==> src/rtl/crb_xfer_pkg.sv <==
// Shared types and helpers for the CRB transfer sequencer.
package crb_xfer_pkg;

  localparam int unsigned DEFAULT_BUF_SIZE = 4096;
  localparam int unsigned TPM_HDR_LEN      = 10;

  typedef enum logic [2:0] {
    StIdle,
    StCmdRd,
    StCmdDrain,
    StCmdDone,
    StRspDly,
    StRspRd,
    StRspDrain,
    StRspDone
  } xfer_state_e;

  // Header sizes are 32 bits but a transfer can never exceed the buffer depth.
  function automatic int unsigned clamp_len(logic [31:0] size, int unsigned buf_size);
    return (size > buf_size) ? buf_size : size;
  endfunction

endpackage

==> src/rtl/crb_xfer_ctrl_if.sv <==
// CRB-side FIFO handshake, execution-engine handshake and CRB RAM port.
interface crb_xfer_ctrl_if #(
  parameter int unsigned BUF_SIZE = 4096
);

  localparam int unsigned AddrW = $clog2(BUF_SIZE);

  logic              cmd_send;
  logic [31:0]       cmd_size;
  logic [7:0]        cmd_byte;
  logic [AddrW-1:0]  cmd_in_addr;
  logic              cmd_done;
  logic              exec_done;
  logic [31:0]       exec_rsp_size;
  logic [31:0]       rsp_size;
  logic [AddrW-1:0]  rsp_in_addr;
  logic              rsp_send;
  logic [7:0]        rsp_byte;
  logic              rsp_done;
  logic [AddrW-1:0]  crb_addr;
  logic              crb_wren_n;
  logic [7:0]        crb_wr_byte;
  logic [7:0]        crb_rd_byte;
  logic              abort;

  modport master (
    input  cmd_send, cmd_size, cmd_byte, exec_done, exec_rsp_size, crb_rd_byte, abort,
    output cmd_in_addr, cmd_done, rsp_size, rsp_in_addr, rsp_send, rsp_byte, rsp_done,
    output crb_addr, crb_wren_n, crb_wr_byte
  );

  modport slave (
    output cmd_send, cmd_size, cmd_byte, exec_done, exec_rsp_size, crb_rd_byte, abort,
    input  cmd_in_addr, cmd_done, rsp_size, rsp_in_addr, rsp_send, rsp_byte, rsp_done,
    input  crb_addr, crb_wren_n, crb_wr_byte
  );

endinterface

==> src/rtl/xfer_pipe.sv <==
// One-stage valid/address delay that lines up a write with 1-cycle-latency read data.
module xfer_pipe #(
  parameter int unsigned AddrW = 12
) (
  input  logic             clock,
  input  logic             reset_n,
  input  logic             clr,
  input  logic             in_valid,
  input  logic [AddrW-1:0] in_addr,
  output logic             valid,
  output logic [AddrW-1:0] addr
);

  logic             valid_q;
  logic [AddrW-1:0] addr_q;

  always_ff @(posedge clock) begin
    if (!reset_n) begin
      valid_q <= 1'b0;
      addr_q  <= '0;
    end else begin
      valid_q <= in_valid & ~clr;
      if (in_valid) begin
        addr_q <= in_addr;
      end
    end
  end

  assign valid = valid_q;
  assign addr  = addr_q;

endmodule

==> src/rtl/crb_xfer_ctrl.sv <==
// Moves command bytes FIFO -> CRB RAM and response bytes CRB RAM -> FIFO.
// Optional CRB_XFER_CHKSUM_EN adds xfer_chk, the XOR of all bytes written in a transfer.
module crb_xfer_ctrl
  import crb_xfer_pkg::*;
#(
  parameter int unsigned BUF_SIZE      = DEFAULT_BUF_SIZE,
  parameter int unsigned RSP_START_DLY = 2
) (
  input  logic            clock,
  input  logic            reset_n,
  crb_xfer_ctrl_if.master bus
`ifdef CRB_XFER_CHKSUM_EN
  ,
  output logic [7:0]      xfer_chk
`endif
);

  localparam int unsigned AddrW = $clog2(BUF_SIZE);
  // One extra bit so an index reaching BUF_SIZE does not wrap to zero.
  localparam int unsigned IdxW  = AddrW + 1;
  localparam int unsigned DlyW  = (RSP_START_DLY > 1) ? $clog2(RSP_START_DLY) : 1;

  xfer_state_e     state_q, state_d;
  logic [IdxW-1:0] idx_q, idx_d;
  logic [IdxW-1:0] len_q, len_d;
  logic [DlyW-1:0] dly_q, dly_d;
  logic [31:0]     rsp_size_q, rsp_size_d;

  logic [IdxW-1:0]  cmd_len, rsp_len;
  logic             pipe_in_valid;
  logic             pipe_valid;
  logic [AddrW-1:0] pipe_addr;
  logic             rsp_phase;
  logic             cmd_wr, rsp_wr;

  always_ff @(posedge clock) begin
    if (!reset_n) begin
      state_q    <= StIdle;
      idx_q      <= '0;
      len_q      <= '0;
      dly_q      <= '0;
      rsp_size_q <= '0;
    end else begin
      state_q    <= state_d;
      idx_q      <= idx_d;
      len_q      <= len_d;
      dly_q      <= dly_d;
      rsp_size_q <= rsp_size_d;
    end
  end

  always_comb begin
    cmd_len    = IdxW'(clamp_len(bus.cmd_size, BUF_SIZE));
    rsp_len    = IdxW'(clamp_len(bus.exec_rsp_size, BUF_SIZE));
    state_d    = state_q;
    idx_d      = idx_q;
    len_d      = len_q;
    dly_d      = dly_q;
    rsp_size_d = rsp_size_q;
    if (bus.abort) begin
      state_d = StIdle;
    end else begin
      unique case (state_q)
        StIdle: begin
          // Command wins a same-cycle collision; the response start is dropped.
          if (bus.cmd_send) begin
            len_d   = cmd_len;
            idx_d   = '0;
            state_d = (cmd_len == '0) ? StCmdDone : StCmdRd;
          end else if (bus.exec_done) begin
            rsp_size_d = bus.exec_rsp_size;
            len_d      = rsp_len;
            idx_d      = '0;
            dly_d      = '0;
            state_d    = (rsp_len == '0) ? StRspDone : StRspDly;
          end
        end
        StCmdRd: begin
          idx_d = idx_q + IdxW'(1);
          if (idx_q == len_q - IdxW'(1)) begin
            state_d = StCmdDrain;
          end
        end
        StCmdDrain: state_d = StCmdDone;
        StCmdDone:  state_d = StIdle;
        StRspDly: begin
          dly_d = dly_q + DlyW'(1);
          if (int'(dly_q) + 1 >= int'(RSP_START_DLY)) begin
            state_d = StRspRd;
          end
        end
        StRspRd: begin
          idx_d = idx_q + IdxW'(1);
          if (idx_q == len_q - IdxW'(1)) begin
            state_d = StRspDrain;
          end
        end
        StRspDrain: state_d = StRspDone;
        StRspDone:  state_d = StIdle;
        default:    state_d = StIdle;
      endcase
    end
  end

  always_comb begin
    pipe_in_valid = !bus.abort && ((state_q == StCmdRd) || (state_q == StRspRd));
  end

  xfer_pipe #(
    .AddrW (AddrW)
  ) u_pipe (
    .clock    (clock),
    .reset_n  (reset_n),
    .clr      (bus.abort),
    .in_valid (pipe_in_valid),
    .in_addr  (idx_q[AddrW-1:0]),
    .valid    (pipe_valid),
    .addr     (pipe_addr)
  );

  // The delayed write belongs to whichever direction the state machine is still in.
  always_comb begin
    rsp_phase = (state_q == StRspRd) || (state_q == StRspDrain);
    cmd_wr    = pipe_valid && !rsp_phase;
    rsp_wr    = pipe_valid && rsp_phase;
  end

  always_comb begin
    bus.cmd_in_addr = idx_q[AddrW-1:0];
    bus.cmd_done    = (state_q == StCmdDone);
    bus.rsp_done    = (state_q == StRspDone);
    bus.rsp_size    = rsp_size_q;
    bus.crb_addr    = (state_q == StRspRd) ? idx_q[AddrW-1:0] : pipe_addr;
    bus.crb_wren_n  = ~cmd_wr;
    bus.crb_wr_byte = cmd_wr ? bus.cmd_byte : 8'hFF;
    bus.rsp_in_addr = pipe_addr;
    bus.rsp_send    = ~rsp_wr;
    bus.rsp_byte    = rsp_wr ? bus.crb_rd_byte : 8'hFF;
  end

`ifdef CRB_XFER_CHKSUM_EN
  logic [7:0] chk_q, chk_d;
  logic       xfer_start;

  always_comb begin
    xfer_start = (state_q == StIdle) && !bus.abort && (bus.cmd_send || bus.exec_done);
    chk_d      = chk_q;
    if (xfer_start) begin
      chk_d = '0;
    end else if (cmd_wr) begin
      chk_d = chk_q ^ bus.cmd_byte;
    end else if (rsp_wr) begin
      chk_d = chk_q ^ bus.crb_rd_byte;
    end
  end

  always_ff @(posedge clock) begin
    if (!reset_n) begin
      chk_q <= '0;
    end else begin
      chk_q <= chk_d;
    end
  end

  assign xfer_chk = chk_q;
`endif

endmodule

==> src/flat_wrapper.sv <==
// flat-port wrapper written by rule: the top's interface ports become plain ports
module crb_xfer_ctrl_flat import crb_xfer_pkg::*;
#(
  parameter int unsigned BUF_SIZE      = DEFAULT_BUF_SIZE,
  parameter int unsigned RSP_START_DLY = 2
)
  (clock, reset_n, bus_cmd_send, bus_cmd_size, bus_cmd_byte, bus_exec_done, bus_exec_rsp_size, bus_crb_rd_byte, bus_abort, bus_cmd_in_addr, bus_cmd_done, bus_rsp_size, bus_rsp_in_addr, bus_rsp_send, bus_rsp_byte, bus_rsp_done, bus_crb_addr, bus_crb_wren_n, bus_crb_wr_byte);
  crb_xfer_ctrl_if #(.BUF_SIZE(BUF_SIZE)) bus_i ();
  input  logic clock;
  input  logic reset_n;
  input wire logic [$bits(bus_i.cmd_send)-1:0] bus_cmd_send;
  input wire logic [$bits(bus_i.cmd_size)-1:0] bus_cmd_size;
  input wire logic [$bits(bus_i.cmd_byte)-1:0] bus_cmd_byte;
  input wire logic [$bits(bus_i.exec_done)-1:0] bus_exec_done;
  input wire logic [$bits(bus_i.exec_rsp_size)-1:0] bus_exec_rsp_size;
  input wire logic [$bits(bus_i.crb_rd_byte)-1:0] bus_crb_rd_byte;
  input wire logic [$bits(bus_i.abort)-1:0] bus_abort;
  output wire logic [$bits(bus_i.cmd_in_addr)-1:0] bus_cmd_in_addr;
  output wire logic [$bits(bus_i.cmd_done)-1:0] bus_cmd_done;
  output wire logic [$bits(bus_i.rsp_size)-1:0] bus_rsp_size;
  output wire logic [$bits(bus_i.rsp_in_addr)-1:0] bus_rsp_in_addr;
  output wire logic [$bits(bus_i.rsp_send)-1:0] bus_rsp_send;
  output wire logic [$bits(bus_i.rsp_byte)-1:0] bus_rsp_byte;
  output wire logic [$bits(bus_i.rsp_done)-1:0] bus_rsp_done;
  output wire logic [$bits(bus_i.crb_addr)-1:0] bus_crb_addr;
  output wire logic [$bits(bus_i.crb_wren_n)-1:0] bus_crb_wren_n;
  output wire logic [$bits(bus_i.crb_wr_byte)-1:0] bus_crb_wr_byte;
  assign bus_i.cmd_send = bus_cmd_send;
  assign bus_i.cmd_size = bus_cmd_size;
  assign bus_i.cmd_byte = bus_cmd_byte;
  assign bus_i.exec_done = bus_exec_done;
  assign bus_i.exec_rsp_size = bus_exec_rsp_size;
  assign bus_i.crb_rd_byte = bus_crb_rd_byte;
  assign bus_i.abort = bus_abort;
  assign bus_cmd_in_addr = bus_i.cmd_in_addr;
  assign bus_cmd_done = bus_i.cmd_done;
  assign bus_rsp_size = bus_i.rsp_size;
  assign bus_rsp_in_addr = bus_i.rsp_in_addr;
  assign bus_rsp_send = bus_i.rsp_send;
  assign bus_rsp_byte = bus_i.rsp_byte;
  assign bus_rsp_done = bus_i.rsp_done;
  assign bus_crb_addr = bus_i.crb_addr;
  assign bus_crb_wren_n = bus_i.crb_wren_n;
  assign bus_crb_wr_byte = bus_i.crb_wr_byte;
  crb_xfer_ctrl #(.BUF_SIZE(BUF_SIZE), .RSP_START_DLY(RSP_START_DLY)) u_core (.clock(clock), .reset_n(reset_n), .bus(bus_i));
endmodule
==> config.mk <==
export PLATFORM = sky130hd
export DESIGN_NAME = crb_xfer_ctrl_flat
export DESIGN_NICKNAME = d
export VERILOG_FILES = /design/src/rtl/crb_xfer_pkg.sv /design/src/rtl/crb_xfer_ctrl_if.sv /design/src/rtl/xfer_pipe.sv /design/src/rtl/crb_xfer_ctrl.sv /design/src/flat_wrapper.sv
export SDC_FILE = /design/constraint.sdc
export NUM_CORES = 1
export LEC_CHECK = 0
export CAP_MARGIN = 20
export CORE_ASPECT_RATIO = 0.9
export CORE_MARGIN = 2
export CORE_UTILIZATION = 46
export CTS_BUF_LIST = sky130_fd_sc_hd__clkbuf_16
export DETAILED_ROUTE_END_ITERATION = 10
export PLACE_DENSITY = 0.95
export SLEW_MARGIN = 5
export SYNTH_ARGS = -nofsm -noshare
export SYNTH_HDL_FRONTEND = slang
export SYNTH_HIERARCHICAL = 1
export SYNTH_SLANG_ARGS = --single-unit
==> constraint.sdc <==
create_clock -name clock -period 5.2 [get_ports clock]
set_input_delay 0.78 -clock clock [delete_from_list [all_inputs] [get_ports clock]]
set_output_delay 0.78 -clock clock [all_outputs]
set_load 0.05 [all_outputs]
* Yosys cells after proc, flatten, opt, wreduce, memory -nomap -nowiden *
Index checks and enable logic that the tools add are counted.

word-level totals
  register bits after elaboration = 75
  bits of input ports = 85
  word-level logic and storage cells = 76

cells by class
  add/sub/neg operators = 4
  order comparisons = 3
  equal/unequal tests = 14
  mux-type cells = 21
  bitwise gates (word level) = 6
  reduce and logical (&&, ||, !) cells = 21

operators with widths
  kind                                                                                  number
  13-bit two-way mux                                                                    6
  32-bit by 13-bit greater-than comparator with 1-bit output, second input constant     2
  32-bit by 3-bit greater-or-equal comparator with 1-bit output, second input constant  1
  13-bit zero test                                                                      2
  13-bit one-hot mux with 2 select lines                                                1
  3-bit one-hot mux with 7 select lines                                                 1
  8-bit two-way mux                                                                     2
  3-bit two-way mux                                                                     5
  13-bit by 1-bit adder with 13-bit output, second input constant                       1
  13-bit equality test                                                                  1
  13-bit by 1-bit subtractor with 13-bit output, second input constant                  1
  3-bit equality test, second input constant                                            4
  12-bit two-way mux                                                                    1
  4-bit AND reduction                                                                   3
  3-bit by 2-bit equality test with 1-bit output, second input constant                 2
  2-bit by 1-bit inequality test with 1-bit output, second input constant               3
  3-bit AND reduction                                                                   2
  2-bit nonzero test                                                                    3
  2-bit OR reduction                                                                    3
  1-bit NOT                                                                             5
  2-bit two-way mux                                                                     2
  2-bit inequality test, second input constant                                          2
  3-bit by 1-bit equality test with 1-bit output, second input constant                 1
  1-bit logical AND                                                                     3
  9 further kinds                                                                       12

* Logic depth before layout (Yosys ltp) *
  depth after elaboration = 7
  depth in mapped cells = 8
  depth with buffers taken out = 8

* By module *
Netlist, hierarchy kept.

modules (own cells, without submodules)
  module         instances  cells each  area each (um2)  seq. area each (um2)
  crb_xfer_ctrl  1          450         3440.8           1241.2
  xfer_pipe      1          41          500.5            260.2

* Worst setup path after synthesis *
Ideal clock, no wire load.

  path kind = register to output
  start = register u_core.state_q[1]
  end = output bus_rsp_byte[0]
  data arrival time = 1.894 ns
  path slack = 2.526 ns
  cell stages (with the launch flop) = 5
  buffers on the path = 1
  cell sequence = dfxtp_1 clkbuf_1 xor2_1 nand3_1 or2_2

on the way
  word-level cells in the longest chain between the ends = 4
  elaborated cells on any way between the ends = 5
  classes of those cells = eq/ne: 2; mux: 1; reduce/logical: 2

ends and longest elaborated chain
  element                 line                  RTL
  start, declared         crb_xfer_ctrl.sv:23   xfer_state_e state_q, state_d;
  start signal, assigned  crb_xfer_ctrl.sv:38   state_q <= StIdle;
  start signal, assigned  crb_xfer_ctrl.sv:44   state_q <= state_d;
  3-bit equality test     crb_xfer_ctrl.sv:123  rsp_phase = (state_q == StRspRd) || (state_q == StRspDrain);
  1-bit logical OR *      crb_xfer_ctrl.sv:123
  1-bit logical AND *     crb_xfer_ctrl.sv:125  rsp_wr = pipe_valid && rsp_phase;
  8-bit two-way mux *     crb_xfer_ctrl.sv:138  bus.rsp_byte = rsp_wr ? bus.crb_rd_byte : 8'hFF;
  end, declared           flat_wrapper.sv:23    output wire logic [$bits(bus_i.rsp_byte)-1:0] bus_rsp_byte;

Mark *: on every way between the ends. The rest lies on a longest branch, timed or not.

* Worst setup path in the final report *
  start = register u_core.state_q[1]
  end = output bus_crb_wr_byte[2]

on the way
  word-level cells in the longest chain between the ends = 5
  elaborated cells on any way between the ends = 6
  classes of those cells = eq/ne: 2; mux: 1; reduce/logical: 3

ends and longest elaborated chain
  element              line                  RTL
  3-bit equality test  crb_xfer_ctrl.sv:123
  1-bit logical OR *   crb_xfer_ctrl.sv:123
  1-bit zero test *    crb_xfer_ctrl.sv:124  cmd_wr = pipe_valid && !rsp_phase;
  1-bit logical AND *  crb_xfer_ctrl.sv:124
  8-bit two-way mux *  crb_xfer_ctrl.sv:135  bus.crb_wr_byte = cmd_wr ? bus.cmd_byte : 8'hFF;
  end, declared        flat_wrapper.sv:27    output wire logic [$bits(bus_i.crb_wr_byte)-1:0] bus_crb_wr_byte;

Marks and branches as above.

==> reports/results.txt <==
Clk root buf = clkbuf_16
Row cnt = 32
Hold slack = 0.4567 ns
CTS tree = done
Remaining DRCs = 0
Hpwl dp = 8917 um
Post-placement setup slack = 2.048 ns
Die Ht = 91.82 um
Sequential power share = 40.6%
Post-Syn Instances = 491
P_sw = 0.0004340 W
Die area = 9326 um^2
Final ANT Viol Nets = 0
Critical Path Sink Type = output pin
Hold Fails Final Rpt = 0
Crit path max fanout = 10
FMAX = 0.2919 GHz
Finished Layout Cells = 759
Die W = 101.6 um
PD cells = 259.7 nW/um^2
Diodes inserted = 0
Vias in the first global route = 3,899
I/O Pins = 173
Top FF cell, synth = dfxtp_1
Initial antenna violation count = 0
Setup Skew = 0.009524 ns
Crit path required time = 4.42 ns
Library cells used by synthesis = 49
Starting Density = 46.65%
WP data arrival = 2.65 ns
Drt total wl = 12,170 um
Core ar. = 8448 um^2
Routed len/inst = 16.04 um
First-pass GRT wire length = 18,240 um
Layout fillers = 597
Commonest non-fill, non-tap cell in the layout = clkdlybuf4s50_1
Most frequent cells in the layout = clkdlybuf4s50_1 (172), nand2_1 (80), dfxtp_1 (75)
Startpoint Class = flop
Post-synthesis register bit count = 75
Setup bufs post-CTS = 0
IO Port Bufs = 172
Final #Nets = 722
Post-route setup slack = 1.775 ns
Syn_area_per_cell = 8.027 um^2
CTS HTree Levels = 3
# clock sinks = 75
Syn nets = 578
Hold/Removal Path Class = reg2reg
Max Slew Vio Count = 0
Mapped cell area = 3941 um^2
Max Cap Viol = 0
Drt pass-1 iters = 6
Yosys Warn Count = 6
Worst-margin pin slew = 0.9623 ns
1st-iter DRT viols = 370
Clk slew on worst S/H paths = 0.06 ns
Largest net degree at the start of global routing = 36
Via count = 4,260
VDD IR max = 0.2352 mV
Vias per inst = 5.613
Number of synthesized flops with an enable pin = 0
Layout area overhead = 50.22%
Sequential fraction of the synthesis area = 38.10%
Switching part of the total = 28.22%
Worst-case clock buffer depth = 2
Layout cells sized above 1 = 6.875%
Cell internal pwr = 0.001104 W
CTS Buf Count = 9
Comb pwr share = 19.0%
Cts hold-fix bufs = 0
Routability-driven placement congestion ratio = 0.9353
Setup TNS = 0 ns
Relative slew slack = 35.27%
Total GRT Usage = 24.46%
Post-CTS Resized = 0
Clock Latency Late Sink = 0.34 ns
P_leak = 2.016 nW
Placed insts = 741
Status = completed
Ys async rst share = 0%
Minimum clock period = 3.425 ns
Fin crit share = 65.87%
Setup Crit Path Kind = reg2out
Final setup viols = 0
Global route overflow = 0
Setup repair after global routing missed its margin = no
Final core area utilization = 70.08%
Clock share of power = 40.4%
metal layers:
layer | vias to the layer above | wire (um) | part of all wire, % | track usage, %
met5 | - | 0 | 0 | 0
met4 | 0 | 265 | 2.2 | 8.221
met3 | 33 | 1351 | 11 | 6.784
met2 | 290 | 6028 | 50 | 43.42
met1 | 1938 | 4526 | 37 | 27.86
li1 | 1999 | - | - | -
cells by family (layout without fill, tap and decap cells):
kind of cell	Yosys count	count (layout)	share of synthesized area, %
AND/OR/NAND/NOR	214	214	26.22
AO/OA/AOI/OAI	95	95	15.30
flip-flops	75	75	38.10
buffers and inverters	54	203	7.206
multiplexers	26	26	6.984
XOR/XNOR	25	25	5.556
adder cells (fa/ha/maj)	2	2	0.6348
final timing paths:
| kind | depth (start not counted) | start | endpoint | slack (ns) |
|---|---|---|---|---|
| worst min register to register | 2 | u_core/bus.rsp_size[11]$_SDFFE_PN0P_ | u_core/bus.rsp_size[11]$_SDFFE_PN0P_ | 0.46 |
| worst min-delay path | 2 | u_core/bus.rsp_size[11]$_SDFFE_PN0P_ | u_core/bus.rsp_size[11]$_SDFFE_PN0P_ | 0.46 |
| worst max-delay path | 4 | u_core/state_q[1]$_SDFFE_PP0P_ | bus_crb_wr_byte[2] | 1.77 |
| worst max register to register | 8 | u_core/len_q[0]$_SDFFE_PN0P_ | u_core/state_q[1]$_SDFFE_PP0P_ | 2.02 |
synth_stat cells, types with 3 or more instances:
master / instances / share of area, %
nand2_1: 80 / 7.6
dfxtp_1: 75 / 38
nor2_1: 43 / 4.1
a21oi_1: 39 / 5.0
clkbuf_1: 25 / 2.4
o21ai_0: 20 / 2.5
nor4_1: 19 / 3.0
nor2b_1: 16 / 2.5
mux2i_1: 14 / 3.6
xnor2_1: 14 / 3.1
buf_4: 13 / 2.5
a221oi_1: 12 / 2.7
mux2_2: 12 / 3.4
xor2_1: 11 / 2.4
nand2b_1: 9 / 1.4
nand3_1: 9 / 1.1
inv_1: 8 / 0.76
or2_2: 8 / 1.3
nor3_1: 6 / 0.76
nand4_1: 5 / 0.79
or4_1: 5 / 0.95
a211oi_1: 3 / 0.57
and2_1: 3 / 0.48
buf_1: 3 / 0.29
nand3b_1: 3 / 0.57
nor4b_1: 3 / 0.67
sequential cells by signal, summed over array words and instances, names as in the netlist:
| signal | flops |
|---|---|
| u_core/state_q | 3 |
| u_core/u_pipe/valid | 1 |
| u_core/u_pipe/addr | 12 |
| u_core/dly_q | 1 |
| u_core/bus.rsp_size | 32 |
| u_core/idx_q | 13 |
| u_core/len_q | 13 |
critical path, cell delays in order, from the launching register on:
cell and delay (ns):
dfxtp_1 0.49, xor2_1 0.17, a21boi_0 0.79, nand2b_1 0.12
clkdlybuf4s50_1 0.74
cell type report:
class                   count  area [um^2]  area share [%]
inverters                   9        33.78          0.5706
multi-input cells         362         2156           36.41
well taps                 119        148.9           2.515
flip-flops and latches     75         1501           25.36
clock inverters             7        73.82           1.247
repair buffers            178         1782           30.09
clock buffers               9        225.2           3.804
stage by stage:
stage / area, um^2 / power (W)
3_5_place_dp: 5592 / 0.0009155
6_report: 5921 / 0.001538
3_3_place_gp: 5592 / 0.0009043
2_1_floorplan: 3941 / 0.0007972
5_1_grt: 5921 / 0.001587
4_1_cts: 5891 / 0.001532
power by group through the flow:
stage	sequential (W)	combinational, W	clock, W
after floorplan	0.000653	0.000144	0
after global placement	0.000633	0.000271	0
after detailed placement	0.000635	0.000281	0
after CTS	0.000623	0.000285	0.000625
after global routing	0.000626	0.000311	0.000649
final	0.000624	0.000292	0.000621
No activity file was read; power rests on OpenSTA's default activity.
==> variant 1, RTL diff (same flow settings) <==
Encoding of `xfer_state_e`: now one-hot (8 bits for 8 states).
--- a/src/rtl/crb_xfer_pkg.sv
+++ b/src/rtl/crb_xfer_pkg.sv
@@ -5,13 +5,13 @@
   localparam int unsigned TPM_HDR_LEN      = 10;
 
-  typedef enum logic [2:0] {
-    StIdle,
-    StCmdRd,
-    StCmdDrain,
-    StCmdDone,
-    StRspDly,
-    StRspRd,
-    StRspDrain,
-    StRspDone
+  typedef enum logic [7:0] {
+    StIdle     = 8'b00000001,
+    StCmdRd    = 8'b00000010,
+    StCmdDrain = 8'b00000100,
+    StCmdDone  = 8'b00001000,
+    StRspDly   = 8'b00010000,
+    StRspRd    = 8'b00100000,
+    StRspDrain = 8'b01000000,
+    StRspDone  = 8'b10000000
   } xfer_state_e;
 
Formal check against the unedited RTL: same outputs for any inputs over 4 cycles, from zero or initial values and one cycle with reset_n low; so few cycles prove little.
==> variant 1 against the unedited design <==
- cell area grew 6.2%
- synthesized area grew 11%
- clock power shrank 4.2%
- sequential cell count grew 5
- global-route usage grew 1.8 points
- worst setup slack lost 0.0073 ns
- via count grew 6.3%
- routed wire length grew 11%
- non-clock buffer count shrank 4
- sequential share of layout area grew 0.11 points
- power grew 2.3%
- critical endpoint is now bus_rsp_byte[2]
==> variant 1: results (changes against the unedited design) <==
[detailed_routing]
drt-total-wl_um=13500  ; +11%
wl_met1_um=5130  ; +13%
vias=4529  ; +6.3%
vias_per_cell=5.76  ; +2.7%
dr_wl_met2_um=6970  ; +16%
dr_wl_met3_um=1070  ; -21%
dr.pass1.iters=5  ; -1
drt_iter0_drc=382  ; +3.2%
dr.max_layer_used=met4

[synth]
synth.area.mux_share_pct=6.04  ; -0.95 points
synthTopCellsByArea=dfxtp_1, nand2_1, a21oi_1, mux2i_1, nor2_1
syn_area_per_cell_um2=8.48  ; +5.6%
synth_compound_area_share_pct=14.2  ; -1.1 points
synth_common_cells=dfxtp_1, nand2_1, a21oi_1, nor2_1, nor2b_1
syn-num-nets=603  ; +4.3%
seq_area_frac_synth_pct=36.6  ; -1.5 points
synth_fa_ha_area_share_pct=0.572  ; -0.063 points
synth_xor_area_share_pct=5.01  ; -0.55 points
synthDistinctLibCells=69  ; +41%

[critical_path]
cpPeakStageDelay_ns=0.70  ; -0.09 ns
slowest_stage=clkdlybuf4s50_1
cp_max_fo=9  ; -1
crit_start=u_core/state_q[7]
cpLargestDelayFamily=simple AND/OR/NAND/NOR gates

[cells_and_area]
num-nets-final=746  ; +3.3%
drive_above_1_share_pct=11.3  ; +4.4 points

[sta]
worstMarginPinSlew_ns=0.883  ; -0.0797 ns
fin_worst_skew_ns=0.00468  ; -0.00484 ns

[clock_tree]
htreeDepth=3  ; unchanged
clock-root-buffer=clkbuf_16

[hold_path]
hp-start=u_core/bus.rsp_size[12]

[run_status]
status=finished, final reports clean

[global_route]
grt_start_max_net_pins=48  ; +33%
grt_util_met3_pct=5.57  ; -1.2 points
met2_usage_pct=47.6  ; +4.2 points
grt_pass1_vias=4412  ; +13%
grt_util_met1_pct=30.2  ; +2.4 points
track_usage_pct=26.2  ; +1.8 points
grt_pass1_wl_um=21500  ; +18%

[placement]
dpl.cell_count=769  ; +3.8%
place_ws_ns=1.75  ; -0.296 ns
routabilityCongestion=0.930  ; -0.57%
hpwlAfterDp_um=10000  ; +13%
place_area_um2=5990  ; +7.2%

[pwr]
switching_share_pct=29.3  ; +1.1 points
p_clk_share_pct=37.8  ; -2.6 points
comb_power_uw=318  ; +8.9%
p_seq_share_pct=41.9  ; +1.3 points
ir_drop_uv=153  ; -35%

==> variant 1: path summary, 6_finish.rpt <==
| check | to | slack (ns) | cells past startpoint |
|---|---|---|---|
| worst min register to register | u_core/bus.rsp_size[12] | 0.45 | 2 |
| worst max-delay path | bus_rsp_byte[2] | 1.77 | 7 |
| worst min-delay path | u_core/bus.rsp_size[12] | 0.45 | 2 |
| worst max register to register | u_core/idx_q[5] | 2.38 | 7 |
==> variant 1: area by class of cell <==
class                           instances  area, µm²
Fill cell                             685       2880
Multi-Input combinational cell        380       2460
Timing Repair Buffer                  174       1740
Sequential cell                        80       1600
Clock buffer                            9        225
Tap cell                              122        153
Clock inverter                          7       56.3
Inverter                               14       52.6
==> variant 1: tightest hold or removal path: stages (launching register included) <==
cell	delay, ns
dfxtp_1	0.31
nand2_1	0.05
a21oi_1	0.05
==> variant 2, RTL diff (config.mk and constraints unchanged) <==
Without the edit above. `RSP_START_DLY` is set to 2 in 2 places; all go to 1.
--- a/src/rtl/crb_xfer_ctrl.sv
+++ b/src/rtl/crb_xfer_ctrl.sv
@@ -5,5 +5,5 @@
 #(
   parameter int unsigned BUF_SIZE      = DEFAULT_BUF_SIZE,
-  parameter int unsigned RSP_START_DLY = 2
+  parameter int unsigned RSP_START_DLY = 1
 ) (
   input  logic            clock,
--- a/src/flat_wrapper.sv
+++ b/src/flat_wrapper.sv
@@ -3,5 +3,5 @@
 #(
   parameter int unsigned BUF_SIZE      = DEFAULT_BUF_SIZE,
-  parameter int unsigned RSP_START_DLY = 2
+  parameter int unsigned RSP_START_DLY = 1
 )
   (clock, reset_n, bus_cmd_send, bus_cmd_size, bus_cmd_byte, bus_exec_done, bus_exec_rsp_size, bus_crb_rd_byte, bus_abort, bus_cmd_in_addr, bus_cmd_done, bus_rsp_size, bus_rsp_in_addr, bus_rsp_send, bus_rsp_byte, bus_rsp_done, bus_crb_addr, bus_crb_wren_n, bus_crb_wr_byte);
Function: changed (Yosys sat finds a counterexample within 4 cycles, from zero or initial values and one cycle with reset_n low).
==> variant 2 against the unedited design <==
- cell area decreased by 1.3%
- largest cell class unchanged
- power fell by 4.5%
- routed wire length decreased by 2.4%
- synthesized area is 1.9% lower
- worst setup slack got worse by 0.041 ns
- largest power group is now the clock network
- count of clock-buffer cells in the layout stayed put
- cell count shrank 5.7%
- sequential cell count down 1
==> variant 2: results (changes against the unedited design) <==
[critical_path]
cpLargestDelayFamily=buffers and inverters
regToRegSetupSlack_ns=2.44  ; +0.42 ns
rr_endpoint=u_core/state_q[0]
cp_max_fo=13  ; +3
endpoint=bus_crb_addr[6]
arrival_ns=2.69  ; +0.04 ns
slowest_stage=clkdlybuf4s50_1
crit_start=u_core/state_q[0]

[detailed_routing]
dr_wl_met2_um=5840  ; -3.1%
drt_iter0_drc=346  ; -6.5%
dr_wl_met3_um=981  ; -27%
drt-total-wl_um=11900  ; -2.4%
wl_met1_um=4670  ; +3.2%
dr.pass1.iters=5  ; -1
vias=3999  ; -6.1%

[cells_and_area]
clkCellAreaFrac_pct=5.03  ; -0.020 points
num-nets-final=700  ; -3.0%
nNonClkBuffers=177  ; -0.56%
buf_share_pct=29.9  ; -0.16 points
nNonClkInverters=8  ; -1
multi_input_area_um2=2170  ; +0.46%
seqCellArea_um2=1480  ; -1.3%
fill_cells=579  ; -3.0%
nFlopsAndLatches=74  ; -1.3%
multi_input_comb_cells=343  ; -5.2%
top_area_cell_class=multi-input combinational cells
drive_above_1_share_pct=7.94  ; +1.1 points

[hold_path]
hp-start=u_core/bus.rsp_size[9]
holdPathEnd=u_core/bus.rsp_size[9]
hold_class=register to register

[global_route]
grt_pass1_wl_um=18700  ; +2.6%
grt_pass1_vias=3859  ; -1.0%
met2_usage_pct=44.1  ; +0.63 points
grt_start_max_net_pins=61  ; +69%
track_usage_pct=25.5  ; +1.0 points
grt_util_met1_pct=29.2  ; +1.3 points
antenna_found_initial=0  ; unchanged
grt_util_met3_pct=5.62  ; -1.2 points

[placement]
hpwlAfterDp_um=8700  ; -2.5%
routabilityCongestion=0.891  ; -4.7%

[pwr]
ir_drop_uv=207  ; -12%
cellLeakagePower_uw=0.00198  ; -1.8%

[synth]
synthTopCellsByArea=dfxtp_1, nand2_1, a21boi_0, mux2i_1, mux2_2
syn-num-nets=550  ; -4.8%
synth_common_cells=nand2_1, dfxtp_1, a21boi_0, clkbuf_1, o21ai_0
synth_compound_area_share_pct=17.3  ; +2.0 points
synth_xor_area_share_pct=5.89  ; +0.34 points
synth_fa_ha_area_share_pct=0.647  ; +0.013 points
synthDistinctLibCells=48  ; -2.0%
seq_area_frac_synth_pct=38.3  ; +0.23 points

[sta]
fin_hold_ws_ns=0.464  ; +0.00703 ns
worstMarginPinSlew_ns=1.03  ; +0.0659 ns
fin_worst_skew_ns=0.00394  ; -0.00558 ns

[run_status]
status=finished, final reports clean

-- variant 2: cell count changes after synthesis, moves of 4 or more --
cell,unedited run,this run
a21oi_1,39,16
nor2_1,43,19
or3_1,2,6
a22oi_1,2,12
a21boi_0,1,34
nand2_1,80,76
a221oi_1,12,0
-- variant 2: stage by stage --
stage | worst slack (ns) | cells | power [µW] | utilization (%) | cell area (µm²)
6_report | 1.73 | 716 | 1470 | 72.1 | 5840
5_1_grt | 1.53 | 716 | 1520 | 72.1 | 5840
4_1_cts | 1.72 | 714 | 1470 | 72.0 | 5830
3_5_place_dp | 1.56 | 699 | 862 | 68.3 | 5540
3_3_place_gp | 1.83 | 699 | 854 | 68.3 | 5540
2_1_floorplan | 2.28 | 463 | 747 | - | 3860
-- variant 2: worst min-delay path, delay by kind of cell (launching register included) --
family	cells	cell delay [ns]
flops	1	0.31
simple gates	1	0.04
compound gates	1	0.06
-- variant 2: power by group --
part,internal (µW),switching (µW),total (µW)
logic,123,128,251
registers,586,20.1,606
clock network,369,242,611
total,1080,390,1470
